## config.mk

```make
export PLATFORM = sky130hd
export DESIGN_NAME = pe_ctx_seq
export DESIGN_NICKNAME = d
export VERILOG_FILES = /design/src/rtl/pe_ctx_pkg.sv /design/src/rtl/pe_ctx_mem.sv /design/src/rtl/pe_ctx_seq.sv
export SDC_FILE = /design/constraint.sdc
export NUM_CORES = 1
export LEC_CHECK = 0
export ABC_AREA = 1
export BUFFER_PORTS_ARGS = -buffer_cell sky130_fd_sc_hd__buf_2
export CORE_MARGIN = 8
export CORE_UTILIZATION = 35
export DETAILED_ROUTE_END_ITERATION = 7
export HOLD_SLACK_MARGIN = 0.05
export PLACE_DENSITY_LB_ADDON = 0.1
export SYNTH_ARGS = -nofsm -noshare
export SYNTH_HDL_FRONTEND = slang
export SYNTH_SLANG_ARGS = --single-unit
```

## constraint.sdc

```tcl
create_clock -name CLK -period 5.3 [get_ports CLK]
set_clock_uncertainty 0.2 [all_clocks]
set_input_delay 0.795 -clock CLK [delete_from_list [all_inputs] [get_ports CLK]]
set_output_delay 0.795 -clock CLK [all_outputs]
set_load 0.02 [all_outputs]
```

## src/rtl/pe_ctx_pkg.sv

```systemverilog
// Package for the per-PE context sequencer.
// Holds the context word layout, the NOP control word and the FSM state encoding.
package pe_ctx_pkg;

    localparam int CTX_W        = 64;

    localparam int IN_LSB       = 0;
    localparam int IN_W         = 9;
    localparam int OUT_LSB      = 9;
    localparam int OUT_W        = 9;
    localparam int REG1_LSB     = 18;
    localparam int REG2_LSB     = 24;
    localparam int PUT_IN_LSB   = 30;
    localparam int PUT_OUT_LSB  = 36;
    localparam int SEND_LSB     = 42;
    localparam int REG_W        = 6;
    localparam int PE2FU1_LSB   = 48;
    localparam int PE2FU2_LSB   = 52;
    localparam int PE2FU_W      = 4;
    localparam int WB_EN_BIT    = 56;
    localparam int LD_BIT       = 57;
    localparam int LD_WRITE_BIT = 58;
    localparam int LAST_BIT     = 59;
    localparam int PARITY_BIT   = 63;

    // Control bits actually driven toward the PE: everything below 'last'.
    localparam int CTRL_W       = 59;

    // NOP: no reg-file write (ld=1, ld_write=0), FU operands select constant 0.
    localparam logic [CTX_W-1:0]  NOP_WORD = 64'h0244_0000_0000_0000;
    localparam logic [CTRL_W-1:0] NOP_CTRL = NOP_WORD[CTRL_W-1:0];

    typedef enum logic [1:0] {
        ST_IDLE = 2'd0,
        ST_RUN  = 2'd1,
        ST_DONE = 2'd2
    } state_t;

endpackage

```

## src/rtl/pe_ctx_mem.sv

```systemverilog
// Context store: DEPTH x CTX_W flop array.
// Synchronous write, combinational read, intentionally no reset so the
// program survives a sequencer reset.
// Ports: CLK; we/waddr/wdata write port; raddr/rdata asynchronous read port.
module pe_ctx_mem
    import pe_ctx_pkg::*;
#(
    parameter int DEPTH = 16,
    parameter int AW    = 4
) (
    input  logic             CLK,
    input  logic             we,
    input  logic [AW-1:0]    waddr,
    input  logic [CTX_W-1:0] wdata,
    input  logic [AW-1:0]    raddr,
    output logic [CTX_W-1:0] rdata
);

    logic [CTX_W-1:0] mem [DEPTH];

    always_ff @(posedge CLK) begin
        if (we) begin
            mem[waddr] <= wdata;
        end
    end

    assign rdata = mem[raddr];

endmodule

```

## src/rtl/pe_ctx_seq.sv

```systemverilog
// Per-PE context sequencer: stores CTX_DEPTH context words and replays them,
// one per cycle, onto registered PE control outputs for iter_count passes.
// Optional feature macro: PE_CTX_PARITY_EN (even parity in bit 63, adds par_err).
// Ports: CLK/RST (async, active-high); cfg_we/cfg_addr/cfg_wdata config write;
//        start/iter_count/stall sequencing; busy/done/cfg_err status; ctx_pc;
//        control_* / wb_en / ld / ld_write PE controls; par_err (parity build).
//
//  state | meaning
//  IDLE  | controls NOP, config writes accepted, waits for start
//  RUN   | issues mem[pc] each non-stalled cycle
//  DONE  | one-cycle done pulse, then back to IDLE
module pe_ctx_seq
    import pe_ctx_pkg::*;
#(
    parameter int CTX_DEPTH = 16,
    parameter int CTX_AW    = 4,
    parameter int ITER_W    = 16
) (
    input  logic              CLK,
    input  logic              RST,
    input  logic              cfg_we,
    input  logic [CTX_AW-1:0] cfg_addr,
    input  logic [CTX_W-1:0]  cfg_wdata,
    input  logic              start,
    input  logic [ITER_W-1:0] iter_count,
    input  logic              stall,
    output logic              busy,
    output logic              done,
    output logic              cfg_err,
    output logic [CTX_AW-1:0] ctx_pc,
    output logic [8:0]        control_in,
    output logic [8:0]        control_out,
    output logic [5:0]        control_reg_1,
    output logic [5:0]        control_reg_2,
    output logic [5:0]        control_put_in,
    output logic [5:0]        control_put_out,
    output logic [5:0]        control_send,
    output logic [3:0]        control_pe2fu_1,
    output logic [3:0]        control_pe2fu_2,
    output logic              wb_en,
    output logic              ld,
    output logic              ld_write
`ifdef PE_CTX_PARITY_EN
    ,
    output logic              par_err
`endif
);

    localparam logic [CTX_AW-1:0] PC_MAX = CTX_AW'(CTX_DEPTH - 1);

    state_t              state_q, state_nx;
    logic [CTX_AW-1:0]   pc_q, pc_nx;
    logic [ITER_W-1:0]   iter_q, iter_nx;
    logic [CTRL_W-1:0]   ctrl_q, ctrl_nx;
    logic [CTX_AW-1:0]   ctx_pc_q, ctx_pc_nx;
    logic                busy_q, busy_nx;
    logic                done_q, done_nx;
    logic                cfg_err_q, cfg_err_nx;
    logic                mem_we;
    logic [CTX_W-1:0]    rd_word;
    logic                end_of_pass;
    logic                par_bad;

    pe_ctx_mem #(
        .DEPTH (CTX_DEPTH),
        .AW    (CTX_AW)
    ) u_mem (
        .CLK   (CLK),
        .we    (mem_we),
        .waddr (cfg_addr),
        .wdata (cfg_wdata),
        .raddr (pc_q),
        .rdata (rd_word)
    );

`ifdef PE_CTX_PARITY_EN
    // Even parity across the whole word: any odd bit count means corruption.
    assign par_bad = ^rd_word;
`else
    logic unused_bits;
    assign par_bad     = 1'b0;
    assign unused_bits = ^rd_word[CTX_W-1:LAST_BIT+1];
`endif

    assign end_of_pass = rd_word[LAST_BIT] || (pc_q == PC_MAX);

    always_comb begin
        state_nx   = state_q;
        pc_nx      = pc_q;
        iter_nx    = iter_q;
        ctrl_nx    = NOP_CTRL;
        ctx_pc_nx  = ctx_pc_q;
        busy_nx    = 1'b0;
        done_nx    = 1'b0;
        cfg_err_nx = cfg_we && (state_q != ST_IDLE);
        mem_we     = 1'b0;
        case (state_q)
            ST_IDLE: begin
                // Write lands on this edge; a same-cycle start reads it next cycle.
                mem_we = cfg_we;
                if (start) begin
                    if (iter_count != '0) begin
                        iter_nx  = iter_count;
                        pc_nx    = '0;
                        state_nx = ST_RUN;
                    end else begin
                        state_nx = ST_DONE;
                    end
                end
            end
            ST_RUN: begin
                busy_nx = 1'b1;
                if (!stall) begin
                    if (par_bad) begin
                        state_nx = ST_DONE;
                    end else begin
                        ctrl_nx   = rd_word[CTRL_W-1:0];
                        ctx_pc_nx = pc_q;
                        if (end_of_pass) begin
                            pc_nx   = '0;
                            iter_nx = iter_q - ITER_W'(1);
                            if (iter_q == ITER_W'(1)) begin
                                state_nx = ST_DONE;
                            end
                        end else begin
                            pc_nx = pc_q + CTX_AW'(1);
                        end
                    end
                end
            end
            ST_DONE: begin
                done_nx  = 1'b1;
                state_nx = ST_IDLE;
            end
            default: state_nx = ST_IDLE;
        endcase
    end

    always_ff @(posedge CLK or posedge RST) begin
        if (RST) begin
            state_q   <= ST_IDLE;
            pc_q      <= '0;
            iter_q    <= '0;
            ctrl_q    <= NOP_CTRL;
            ctx_pc_q  <= '0;
            busy_q    <= 1'b0;
            done_q    <= 1'b0;
            cfg_err_q <= 1'b0;
        end else begin
            state_q   <= state_nx;
            pc_q      <= pc_nx;
            iter_q    <= iter_nx;
            ctrl_q    <= ctrl_nx;
            ctx_pc_q  <= ctx_pc_nx;
            busy_q    <= busy_nx;
            done_q    <= done_nx;
            cfg_err_q <= cfg_err_nx;
        end
    end

`ifdef PE_CTX_PARITY_EN
    // Remember the parity abort so par_err coincides with the done pulse.
    logic par_hit_q;
    always_ff @(posedge CLK or posedge RST) begin
        if (RST) begin
            par_hit_q <= 1'b0;
            par_err   <= 1'b0;
        end else begin
            if (state_q == ST_RUN && !stall && par_bad) begin
                par_hit_q <= 1'b1;
            end else if (state_q == ST_DONE) begin
                par_hit_q <= 1'b0;
            end
            par_err <= (state_q == ST_DONE) && par_hit_q;
        end
    end
`endif

    assign busy            = busy_q;
    assign done            = done_q;
    assign cfg_err         = cfg_err_q;
    assign ctx_pc          = ctx_pc_q;
    assign control_in      = ctrl_q[IN_LSB      +: IN_W];
    assign control_out     = ctrl_q[OUT_LSB     +: OUT_W];
    assign control_reg_1   = ctrl_q[REG1_LSB    +: REG_W];
    assign control_reg_2   = ctrl_q[REG2_LSB    +: REG_W];
    assign control_put_in  = ctrl_q[PUT_IN_LSB  +: REG_W];
    assign control_put_out = ctrl_q[PUT_OUT_LSB +: REG_W];
    assign control_send    = ctrl_q[SEND_LSB    +: REG_W];
    assign control_pe2fu_1 = ctrl_q[PE2FU1_LSB  +: PE2FU_W];
    assign control_pe2fu_2 = ctrl_q[PE2FU2_LSB  +: PE2FU_W];
    assign wb_en           = ctrl_q[WB_EN_BIT];
    assign ld              = ctrl_q[LD_BIT];
    assign ld_write        = ctrl_q[LD_WRITE_BIT];

endmodule

```

---- After elaboration in Yosys (flattened, before gate mapping) ----
Memories as Yosys holds them, arrays and structs flattened.
Index checks and enable logic that the tools add are counted.
storage, ports and cells
  bits in registers ....................... 88
  bits in writable memories ............... 1024
  input bits .............................. 89
  output and inout bits ................... 66
  word-level logic and storage cells ...... 54
  memories kept ........................... 1
operators by class
  add/sub/neg operators ................... 2
  equal/unequal tests ..................... 9
  mux-type cells .......................... 23
  bitwise gates (word level) .............. 1
  reduce and logical (&&, ||, !) cells .... 10
memories
  name       depth  width  rd ports  clocked after Yosys merged registers in  write ports  line              RTL
  u_mem.mem  16     64     1         0                                        1            pe_ctx_mem.sv:19  logic [CTX_W-1:0] mem [DEPTH];
operator list
  cell                   number
  $mux 59                2
  $mux 16                4
  $pmux 16 s2            1
  $eq 16x1->1 const B    1
  $mux 4                 4
  $reduce_bool 16->1     1
  $sub 16x1->16 const B  1
  $mux 2                 5
  $ne 2x2->1 const B     5
  $pmux 4 s2             1
  $reduce_and 4->1       2
  $mux 1                 5
  $reduce_and 5->1       1
  $add 4x1->4 const B    1
  $eq 4x4->1 const B     1
  $pmux 2 s2             1
  $reduce_bool 2->1      2
  $eq 2x1->1 const B     1
  $eq 2x2->1 const B     1
  $logic_not 2->1        1
  $reduce_and 2->1       1
  $logic_and 1x1->1      1
  $logic_or 1x1->1       1
  $not 1->1              1

---- Longest topological paths before layout ----
Gate-level depths: netlist of the first run.
  word-level depth ........................ 5
  gate-level depth with buffers ........... 14
  gate-level depth less buffers ........... 11

---- Modules after synthesis ----
A second synthesis of the first run with hierarchy kept.
second synthesis, totals
  cells, all modules ...................... 4615
  area total of the unflattened synthesis .. 47860.9 um2
by module, submodules not included
  module      instances  cells an instance  area each (um2)  seq. area each (um2)
  pe_ctx_mem  1          4146               44004.7          30749.5
  pe_ctx_seq  1          469                3856.2           2205.9

---- Worst setup path after synthesis of the first run ----
Ideal clock, no wire load.
  path kind ............................... input to register
  start point ............................. in cfg_we
  end point ............................... mem u_mem.mem[0][0] (enable)
  setup time .............................. 0.478 ns
  arrival time ............................ 3.692 ns
  data required time ...................... 4.622 ns
  path slack .............................. 0.929 ns
  stages .................................. 4
  path buffers ............................ 0
  path through ............................ inv_1 nor2_1 nand3_1 nor2_1
between the ends
  word-level cells in the longest chain between the ends .. 3
ends and longest elaborated chain
  item                          line              RTL
  start: declaration            pe_ctx_seq.sv:21  input logic cfg_we,
  $mux 1                        pe_ctx_seq.sv:97  case (state_q)
  $mux 1                        pe_ctx_mem.sv:22  if (we) begin
  $mux 1 (not written as such)  pe_ctx_mem.sv:23  mem[waddr] <= wdata;
  end: declaration              pe_ctx_mem.sv:19
No other way between the ends.

---- Final worst setup path of the first run ----
  start point ............................. reg pc_q[1]
  end point ............................... reg pc_q[3]
between the ends
  word-level cells in the longest chain between the ends .. 5
  elaborated cells on any way between the ends .. 7
  classes of those cells .................. 1 x add/sub; 1 x eq/ne; 3 x mux; 1 x reduce/logical; 1 x memory
ends and longest elaborated chain
  item                                                line               RTL
  start: declaration                                  pe_ctx_seq.sv:52   logic [CTX_AW-1:0] pc_q, pc_nx;
  start signal: assignment                            pe_ctx_seq.sv:151  pc_q <= pc_nx;
  $mem_v2 16x64 / $eq 4x4->1 (equally long branches)  --
  $logic_or 1x1->1                                    pe_ctx_seq.sv:85   assign end_of_pass = rd_word[LAST_BIT] || (pc_q == PC_MAX);
  $mux 4 (*)                                          pe_ctx_seq.sv:119  if (end_of_pass) begin
  $mux 4 (*)                                          pe_ctx_seq.sv:113  if (!stall) begin
  $pmux 4 s2 (*)                                      pe_ctx_seq.sv:97
Mark *: on every way between the ends. The rest lies on a longest branch, timed or not. The select of a mux whose other input is x is not followed.
A chain may end at the register's enable or synchronous reset.

==> results of run 1 <==
==> sequential cells by signal, summed over array words and instances, names as in the netlist <==
register,flops
state_q,2
cfg_err,1
u_mem.mem,960
done,1
ctrl_q,59
ctx_pc,4
busy,1
iter_q,16
pc_q,4
==> cells by family (layout without fill, tap and decap cells) <==
group           after synthesis  in the layout  synth area share
flops                      1048           1048             0.760
buf+inv                     260            468            0.0307
fa+ha+maj                     3              3          0.000920
other cells                   0              8                 0
simple gates                962            962            0.0946
compound gates              776            776             0.114
==> Yosys cell counts, drive strengths merged <==
master / count
edfxtp: 960
dfrtp: 85
inv: 49
nand2: 167
nand3b: 1
nor3: 2
o211ai: 106
ha: 3
a31o: 1
o21ai: 505
o221ai: 126
a22oi: 1
or2: 2
nand4: 4
clkbuf: 112
dfstp: 3
clkinv: 2
nand3: 156
nor2: 630
buf: 97
a21oi: 33
o22ai: 4
==> per-stage QoR <==
| stage | power (uW) | hold slack [ps] | utilization | cell area [sq um] | std cells |
|---|---|---|---|---|---|
| after floorplan | 12700 | 242 | - | 40800 | 3049 |
| after global placement | 13800 | 264 | 0.373 | 43200 | 4569 |
| after detailed placement | 13900 | 264 | 0.373 | 43200 | 4569 |
| after CTS | 21600 | 148 | 0.404 | 46800 | 4781 |
| after global routing | 22400 | 179 | 0.404 | 46800 | 4782 |
| final | 21400 | 199 | 0.404 | 46900 | 4789 |
==> routing by layer <==
metal / GRT usage / wire [um] / up-vias
li1: - / - / 11600
met1: 0.231 / 50500 / 12900
met2: 0.301 / 55500 / 554
met3: 0.0287 / 5370 / 153
met4: 0.0404 / 1980 / 6
met5: 0 / 40 / -
==> path summary, 6_finish.rpt <==
check | from | endpoint | slack (ps)
max in group asynchronous | RST | ctrl_q[43]$_DFF_PP0_ | 3370
max | pc_q[1]$_DFFE_PP0P_ | pc_q[3]$_DFFE_PP0P_ | 1980
max reg2reg | pc_q[1]$_DFFE_PP0P_ | pc_q[3]$_DFFE_PP0P_ | 1980
min in group asynchronous | RST | iter_q[0]$_DFFE_PP0P_ | 480
min reg2reg | iter_q[1]$_DFFE_PP0P_ | iter_q[1]$_DFFE_PP0P_ | 280
min | cfg_we | cfg_err$_DFF_PP0_ | 200
==> final cells by class <==
type                       count  share of cell area
multi-input combinational   1741               0.185
clock inverter                58              0.0106
sequential                  1048               0.663
timing repair buffer         206              0.0296
antenna                        8            0.000427
tap                         1524              0.0407
inverter                      51             0.00467
clock buffer                 153              0.0663
==> worst register-to-register path, cell delays in order (launching register included) <==
cell,delay [ps]
dfrtp_4,1000
inv_6,540
nand3_1,270
nand3_1,90
nand3_1,110
nand3_2,440
nand2_4,410
inv_1,100
nor2_1,90
==> repair_timing <==
| item | 4_1_cts | 5_1_grt |
|---|---|---|
| hold endpoints to repair | 27 | 0 |
| gates resized for setup | 0 | 0 |
| hold buffers | 1 | 0 |
| buffers inserted | 0 | 0 |
==> power by group <==
group / switching (uW) / internal, uW
Clock: 3200 / 4440
Combinational: 3030 / 1100
Sequential: 211 / 9380
==> out/summary.txt, run 1 <==
Area Overhead vs Synth: 14.8%
Worst Tran Pin Value: 1100 ps
pre-CTS setup slack: 1710 ps
Mapped Cells: 3049
die height: 358 um
commonest cells after routing, fill and taps aside: edfxtp_1, nor2_1, o21ai_0, nand2_1, nand3_1
clk sinks: 1048
area of the mapped netlist: 40800 sq um
GRT Resource Usage Total: 0.175
worst hold-check path type: in2reg
CP arrival: 3730 ps
Synth Register Bits: 1048
critical setup path kind: reg2reg
CTS Buf Count: 112
status: complete, no violations
Tmin final: 3320 ps
max cap viols: 0
Avg Vias per Cell: 5.25
critical path peak fanout: 78
number of antenna violations at the first check in global routing: 16
Final GP Congestion: 0.735
DPL Wire Length: 56.4 mm
DRT Wirelength: 113 mm
average cell area after synthesis: 13.4 sq um
CTS H-tree depth: 3
final setup fails: 0
largest net degree at the start of global routing: 211
die area: 128000 sq um
area leader, netlist: edfxtp_1
Worst R2R Path Depth: 8
antenna viol nets, final: 0
crit path buf inv count: 2
Crit-path slowest cell: dfrtp_4
Tcrit/Tclk final: 0.626
final hold vios: 0
synth warn: 0
Register Area: 31000 sq um
Slew Viols, Final: 0
maximum root-to-sink buffer count: 3
Worst path depth: 8
clk slew on worst S/H paths: 60 ps
final setup margin: 1980 ps
Slew HR: 0.269
fmax: 301 MHz
multi-input logic area: 8670 sq um
final layout net count: 3252
clock root cell: clkbuf_16
via count: 25200
routed len/inst: 23.7 um
DRT Pass-1 Iters: 5
total core area: 116000 sq um
Yosys cell types: 35
largest cells by area after synthesis: edfxtp_1, o21ai_0, nor2_1
Post-route DRC: 0
initial core utilization: 0.352
startpoint types: flip-flop
number of DRC markers in iteration 0: 1958
fillcell total: 10700
grt total ovfl: 0
CP dominant cell by count: nand3_1
hold depth: 3
Crit path largest cell delay: 1000 ps
Leak: 0.0158 uW
Top delay family on crit path: simple AND/OR/NAND/NOR gates
layout cells sized above 1: 0.128
Cell Pwr Density: 456 nW/um^2
leading cell type in the layout, fill and taps excluded: edfxtp_1
Yosys top cell area share: 0.706
register area share after synthesis: 0.760
Critical Path End Type: flip-flop
first-pass GRT wire length: 168 mm
IO Pins: 155
Mapped Nets: 3141
RSZ-0062 raised after global routing: no
post-route setup TNS: 0 ps
worst path cell trace: inv_6, nand3_1, nand3_1, nand3_1, nand3_2, nand2_4, inv_1, nor2_1
VDD IR max: 399 uV
Die W: 358 um
vias in the first global route: 25600
WP data required: 5720 ps
placement row count: 125
Port Buf Inserts: 150
CTS tree: done
Clock Latency Late Sink: 690 ps
Power figures use the tool's default switching activity.
==> run 2, diff against run 1 <==
==> constraint.sdc (replaced) <==
create_clock -name CLK -period 3.06 [get_ports CLK]
set_clock_uncertainty 0.2 [all_clocks]
set_input_delay 0.459 -clock CLK [delete_from_list [all_inputs] [get_ports CLK]]
set_output_delay 0.459 -clock CLK [all_outputs]
set_load 0.02 [all_outputs]
==> run 2 against run 1 <==
Via count grew 1.8%. Setup slack lost 1600 ps. Total power grew 75%. Flip-flop and latch count is the same. Global-route usage grew 0.21 points. Utilization grew 1.2 points. Critical path depth shrank 1. Critical endpoint is now u_mem.mem[12][32]$_DFFE_PP_. Largest cell class unchanged. Sequential share of layout area shrank 1.9 points. Design area grew 2.9%. Non-clock buffer count grew 117. Die area is the same. Highest routed layer unchanged.
==> out/summary.txt, run 2 (same netlist as run 1, synthesis figures left out) <==
final setup fails: 0 (unchanged)
startpoint types: flip-flop (unchanged)
DPL Wire Length: 60.1 mm (was 56.4 mm)
max cap viols: 0 (unchanged)
clock root cell: clkbuf_16 (unchanged)
overall power: 37300 uW (was 21400 uW)
maximum root-to-sink buffer count: 3 (unchanged)
leading cell type in the layout, fill and taps excluded: edfxtp_1 (unchanged)
Crit path largest cell delay: 540 ps (was 1000 ps)
pre-CTS setup slack: 284 ps (was 1710 ps)
number of DRC markers in iteration 0: 2033 (was 1958)
total core area: 116000 sq um (unchanged)
clk sinks: 1048 (unchanged)
DRT Pass-1 Iters: 5 (unchanged)
Tcrit/Tclk final: 0.885 (was 0.626)
Slew Viols, Final: 0 (unchanged)
CTS H-tree depth: 3 (unchanged)
Top delay family on crit path: simple AND/OR/NAND/NOR gates (unchanged)
initial core utilization: 0.352 (unchanged)
first-pass GRT wire length: 170 mm (was 168 mm)
max reg flops: 960 (unchanged)
post-cts sizing count: 0 (unchanged)
RSZ-0062 raised after global routing: no (unchanged)
fmax: 369 MHz (was 301 MHz)
Area Overhead vs Synth: 18.1% (was 14.8%)
largest net degree at the start of global routing: 131 (was 211)
number of antenna violations at the first check in global routing: 12 (was 16)
Clock Latency Late Sink: 710 ps (was 690 ps)
crit path capture: u_mem.mem[12][32]$_DFFE_PP_ (was pc_q[3]$_DFFE_PP0P_)
Avg Vias per Cell: 5.22 (was 5.25)
crit path buf inv count: 3 (was 2)
Critical Path End Type: flip-flop (unchanged)
critical setup path kind: reg2reg (unchanged)
Register Area: 31000 sq um (unchanged)
top flop regs: u_mem.mem: 960 flops, ctrl_q: 59 flops, iter_q: 16 flops (unchanged)
CTS Buf Count: 113 (was 112)
placement row count: 125 (unchanged)
final setup margin: 351 ps (was 1980 ps)
Port Buf Inserts: 150 (unchanged)
Worst Tran Pin Value: 882 ps (was 1100 ps)
Hold Slack: 179 ps (was 199 ps)
final hold vios: 0 (unchanged)
Worst path depth: 7 (was 8)
Final GP Congestion: 0.732 (was 0.735)
worst path cell trace: nor2_1, inv_1, nor2_1, nand3_1, buf_4, nor2_4, buf_4 (was inv_6, nand3_1, nand3_1, nand3_1, nand3_2, nand2_4, inv_1, nor2_1)
hold depth: 7 (was 3)
worst hold-check path type: in2reg (unchanged)
IO Pins: 155 (unchanged)
FF-to-FF Start: state_q[0]$_DFFE_PP0P_ (was pc_q[1]$_DFFE_PP0P_)
WP data required: 3250 ps (was 5720 ps)
VDD IR max: 493 uV (was 399 uV)
Post-route DRC: 0 (unchanged)
layout cells sized above 1: 0.129 (was 0.128)
multi-input logic area: 8670 sq um (unchanged)
grt total ovfl: 0 (unchanged)
Crit-path slowest cell: nor2_4 (was dfrtp_4)
largest register by flop count: u_mem.mem (unchanged)
Die W: 358 um (unchanged)
die height: 358 um (unchanged)
Leak: 0.0164 uW (was 0.0158 uW)
commonest cells after routing, fill and taps aside: edfxtp_1, nor2_1, o21ai_0, nand2_1, nand3_1 (unchanged)
via count: 25600 (was 25200)
antenna viol nets, final: 0 (unchanged)
vias in the first global route: 26000 (was 25600)
CTS tree: done (unchanged)
Tmin final: 2710 ps (was 3320 ps)
Crit. Startpoint: state_q[0]$_DFFE_PP0P_ (was pc_q[1]$_DFFE_PP0P_)
Reg2Reg Setup Slack: 350 ps (was 1980 ps)
critical path peak fanout: 7 (was 78)
status: complete, no violations (unchanged)
dpl cell area: 43800 sq um (was 43200 sq um)
GRT Resource Usage Total: 0.177 (was 0.175)
post-layout util: 0.416 (was 0.404)
Slew HR: 0.412 (was 0.269)
clk slew on worst S/H paths: 60 ps (about the same)
fillcell total: 10600 (was 10700)
DRT Wirelength: 115 mm (was 113 mm)
Reg2Reg Capture Point: u_mem.mem[12][32]$_DFFE_PP_ (was pc_q[3]$_DFFE_PP0P_)
CP arrival: 2900 ps (was 3730 ps)
Cell Pwr Density: 773 nW/um^2 (was 456 nW/um^2)
routed len/inst: 23.4 um (was 23.7 um)
Worst R2R Path Depth: 7 (was 8)
final layout net count: 3370 (was 3252)
final instance area: 48200 sq um (was 46900 sq um)
die area: 128000 sq um (unchanged)
## run 2: changes by cell type in the layout (fill, tap and decap cells not counted), sizes merged
cell         delta
dlygate4sd3    +80
diode           -3
clkinv          -2
clkbuf          +6
bufinv          -2
buf            +37
inv             -1
## run 2: worst min path at each step
stage / end / slack (ps) / from
floorplan: iter_q[1]$_DFFE_PP0P_ / 240 / iter_q[1]$_DFFE_PP0P_
global placement: ctrl_q[39]$_DFF_PP0_ / 180 / RST
detailed placement: ctrl_q[39]$_DFF_PP0_ / 180 / RST
CTS: pc_q[2]$_DFFE_PP0P_ / 110 / start
global route: pc_q[2]$_DFFE_PP0P_ / 190 / start
finish: pc_q[2]$_DFFE_PP0P_ / 180 / start
## run 2: area by class of cell
type                    instances  area share
multi-input cells            1741       0.180
well taps                    1524      0.0395
flip-flops and latches       1048       0.644
repair buffers                323      0.0579
inverters                      51     0.00454
clock buffers                 159      0.0645
clock inverters                53     0.00968
diodes                          5    0.000259
## run 2: where the power goes
| group | leakage, uW | internal, uW | switching [uW] |
|---|---|---|---|
| sequential | 0.00981 | 16200 | 317 |
| combinational | 0.00482 | 2220 | 5430 |
| clock | 0.00173 | 7510 | 5550 |
| total | 0.0164 | 26000 | 11300 |
## run 2: layer usage
layer | vias up | global-route usage | wire, um
met5 | - | 0 | 66
met4 | 12 | 0.0529 | 3250
met3 | 193 | 0.0300 | 5430
met2 | 600 | 0.297 | 55300
met1 | 13000 | 0.235 | 50600
li1 | 11800 | - | -
## run 2: worst reg2reg max path: stages (launching register included)
cell and delay [ps]:
dfrtp_1 440, nor2_1 180, inv_1 100, nor2_1 310, nand3_1 120, buf_4 200
nor2_4 540, buf_4 310
## run 2: what timing repair did
| item | in CTS | in global routing |
|---|---|---|
| endpoints found under the hold margin | 1064 | 0 |
| endpoints found under the setup margin | 0 | 0 |
| setup buffers | 0 | 0 |
| hold buffers | 81 | 0 |
## run 2: per-stage QoR
step | TNS, ps | std cells
after floorplan | -167410 | 3049
after global placement | 0 | 4606
after detailed placement | 0 | 4606
after CTS | 0 | 4899
after global routing | 0 | 4901
final | 0 | 4904
==> run 3, diff against run 2 <==
--- a/config.mk
+++ b/config.mk
@@ -7,11 +7,14 @@
 export LEC_CHECK = 0
 export ABC_AREA = 1
 export BUFFER_PORTS_ARGS = -buffer_cell sky130_fd_sc_hd__buf_2
+export CELL_PAD_IN_SITES_DETAIL_PLACEMENT = 0
+export CELL_PAD_IN_SITES_GLOBAL_PLACEMENT = 1
 export CORE_MARGIN = 8
 export CORE_UTILIZATION = 35
 export DETAILED_ROUTE_END_ITERATION = 7
 export HOLD_SLACK_MARGIN = 0.05
 export PLACE_DENSITY_LB_ADDON = 0.1
+export SLEW_MARGIN = 20
 export SYNTH_ARGS = -nofsm -noshare
 export SYNTH_HDL_FRONTEND = slang
 export SYNTH_SLANG_ARGS = --single-unit
==> run 3 against run 2 <==
Via count about the same. Register-to-register slack got worse by 220 ps. Total power increased by 2.8%. Combinational power increased by 2%. Clock-buffer cell count increased by 3. Largest cell class unchanged.
==> out/summary.txt, run 3 (same netlist as run 1, synthesis figures left out) <==
Area Overhead vs Synth: 20.1% (was 18.1%)
final layout net count: 3399 (was 3370)
number of antenna violations at the first check in global routing: 9 (was 12)
CTS H-tree depth: 3 (unchanged)
Port Buf Inserts: 150 (unchanged)
max reg flops: 960 (unchanged)
worst hold-check path type: in2reg (unchanged)
Hold Slack: 147 ps (was 179 ps)
top flop regs: u_mem.mem: 960 flops, ctrl_q: 59 flops, iter_q: 16 flops (unchanged)
GRT Resource Usage Total: 0.178 (was 0.177)
Placed Instances: 4633 (was 4606)
pre-CTS setup slack: 476 ps (was 284 ps)
hold depth: 7 (unchanged)
placement row count: 125 (unchanged)
startpoint types: flip-flop (unchanged)
IO Pins: 155 (unchanged)
leading cell type in the layout, fill and taps excluded: edfxtp_1 (unchanged)
Leak: 0.0168 uW (was 0.0164 uW)
Worst R2R Path Depth: 9 (was 7)
commonest cells after routing, fill and taps aside: edfxtp_1, nor2_1, o21ai_0, nand2_1, nand3_1 (unchanged)
Die W: 358 um (unchanged)
Post-Layout Cell Count: 4937 (was 4904)
clock root cell: clkbuf_16 (unchanged)
largest register by flop count: u_mem.mem (unchanged)
layout cells sized above 1: 0.144 (was 0.129)
CTS Buf Count: 115 (was 113)
Slew HR: 0.412 (about the same)
Detail Route met2 WL: 55.1 mm (was 55.3 mm)
DRT Wirelength: 115 mm (about the same)
WHS Endpoint: pc_q[3]$_DFFE_PP0P_ (was pc_q[2]$_DFFE_PP0P_)
initial core utilization: 0.352 (unchanged)
RSZ-0062 raised after global routing: no (unchanged)
die area: 128000 sq um (unchanged)
final setup margin: 135 ps (was 351 ps)
fillcell total: 10500 (was 10600)
multi-input logic area: 8670 sq um (unchanged)
FF-to-FF Start: pc_q[1]$_DFFE_PP0P_ (was state_q[0]$_DFFE_PP0P_)
Tmin final: 2920 ps (was 2710 ps)
maximum root-to-sink buffer count: 3 (unchanged)
top routing layer in use: met5 (unchanged)
Reg2Reg Capture Point: state_q[1]$_DFFE_PP0P_ (was u_mem.mem[12][32]$_DFFE_PP_)
critical path peak fanout: 29 (was 7)
final hold vios: 0 (unchanged)
Reg2Reg Setup Slack: 140 ps (was 350 ps)
post-layout util: 0.423 (was 0.416)
Final GP Congestion: 0.742 (was 0.732)
Register Area: 31000 sq um (unchanged)
met1 WL: 53.1 mm (was 50.6 mm)
total core area: 116000 sq um (unchanged)
first-pass GRT wire length: 172 mm (was 170 mm)
DPL Wire Length: 63.3 mm (was 60.1 mm)
Clock Latency Late Sink: 690 ps (was 710 ps)
via count: 25600 (about the same)
final setup fails: 0 (unchanged)
routed len/inst: 23.4 um (about the same)
routed wl met3: 5.02 mm (was 5.43 mm)
Slew Viols, Final: 0 (unchanged)
WP data required: 3440 ps (was 3250 ps)
Avg Vias per Cell: 5.19 (was 5.22)
vias in the first global route: 26000 (about the same)
largest net degree at the start of global routing: 164 (was 131)
clk sinks: 1048 (unchanged)
CP arrival: 3300 ps (was 2900 ps)
Tcrit/Tclk final: 0.956 (was 0.885)
Critical Path End Type: flip-flop (unchanged)
VDD IR max: 459 uV (was 493 uV)
DRT Pass-1 Iters: 6 (was 5)
grt total ovfl: 0 (unchanged)
antenna viol nets, final: 0 (unchanged)
Hold Startpoint: start (unchanged)
status: complete, no violations (unchanged)
max cap viols: 0 (unchanged)
CTS tree: done (unchanged)
number of DRC markers in iteration 0: 1988 (was 2033)
critical setup path kind: reg2reg (unchanged)
Post-route DRC: 0 (unchanged)
Worst Tran Pin Value: 881 ps (was 882 ps)
fmax: 342 MHz (was 369 MHz)
clk slew on worst S/H paths: 60 ps (about the same)
Cell Pwr Density: 782 nW/um^2 (was 773 nW/um^2)
die height: 358 um (unchanged)
post-route setup TNS: 0 ps (unchanged)
[run 3: cell count changes in the layout (fill, tap and decap cells not counted), sizes merged]
| cell | change |
|---|---|
| clkinvlp | -2 |
| clkbuf | +3 |
| clkinv | -1 |
| buf | +27 |
| diode | -2 |
| inv | +3 |
| bufinv | +5 |
[run 3: how the worst max path moves through the flow]
stage	cells after the start	end	slack [ps]	start
after detailed placement	5	ctrl_q[36]$_DFF_PP0_	480	pc_q[1]$_DFFE_PP0P_
final	9	state_q[1]$_DFFE_PP0P_	140	pc_q[1]$_DFFE_PP0P_
after global routing	11	state_q[1]$_DFFE_PP0P_	30	pc_q[1]$_DFFE_PP0P_
after floorplan	5	u_mem.mem[0][0]$_DFFE_PP_	-170	state_q[0]$_DFFE_PP0P_
after global placement	7	u_mem.mem[0][15]$_DFFE_PP_	480	state_q[0]$_DFFE_PP0P_
after CTS	11	state_q[1]$_DFFE_PP0P_	50	pc_q[1]$_DFFE_PP0P_
[run 3: area by class of cell]
class,instances,share of cell area
diodes,3,0.000153
clock buffers,162,0.0673
multi-input cells,1741,0.177
clock inverters,58,0.0118
inverters,51,0.00452
repair buffers,350,0.0672
flip-flops and latches,1048,0.633
well taps,1524,0.0389
[run 3: power by group]
| group | internal (uW) | total, uW | leakage (uW) | switching [uW] |
|---|---|---|---|---|
| Combinational | 2300 | 7790 | 0.00504 | 5490 |
| Clock | 8350 | 14000 | 0.00192 | 5660 |
| Sequential | 16200 | 16500 | 0.00981 | 296 |
| Total | 26900 | 38300 | 0.0168 | 11400 |
[run 3: through the flow]
stage          instance area [sq um]  power (uW)
2_1_floorplan                  40900       22000
3_3_place_gp                   44300       24500
3_5_place_dp                   44300       24600
4_1_cts                        49000       38800
5_1_grt                        49000       40200
6_report                       49000       38300
[run 3: metal layers]
layer / vias to the layer above / track usage
met3: 156 / 0.0293
li1: 11900 / -
met4: 10 / 0.0412
met5: - / 0
met2: 536 / 0.293
met1: 13100 / 0.247
[run 3: worst max-delay path, stage by stage (launching register included)]
cell and delay (ps):
dfrtp_4 660, ha_1 320, nor2_1 260, nand3_1 120
nand3_1 160, nand3_2 140, buf_4 250, nand3_1 100
nor2_1 40, dlygate4sd3_1 550
[run 3: what timing repair did]
action | 4_1_cts | 5_1_grt
setup buffers | 0 | 0
hold buffers | 81 | 0
endpoints found under the setup margin | 0 | 1
hold endpoints to repair | 1008 | 0
gates resized for setup | 0 | 1
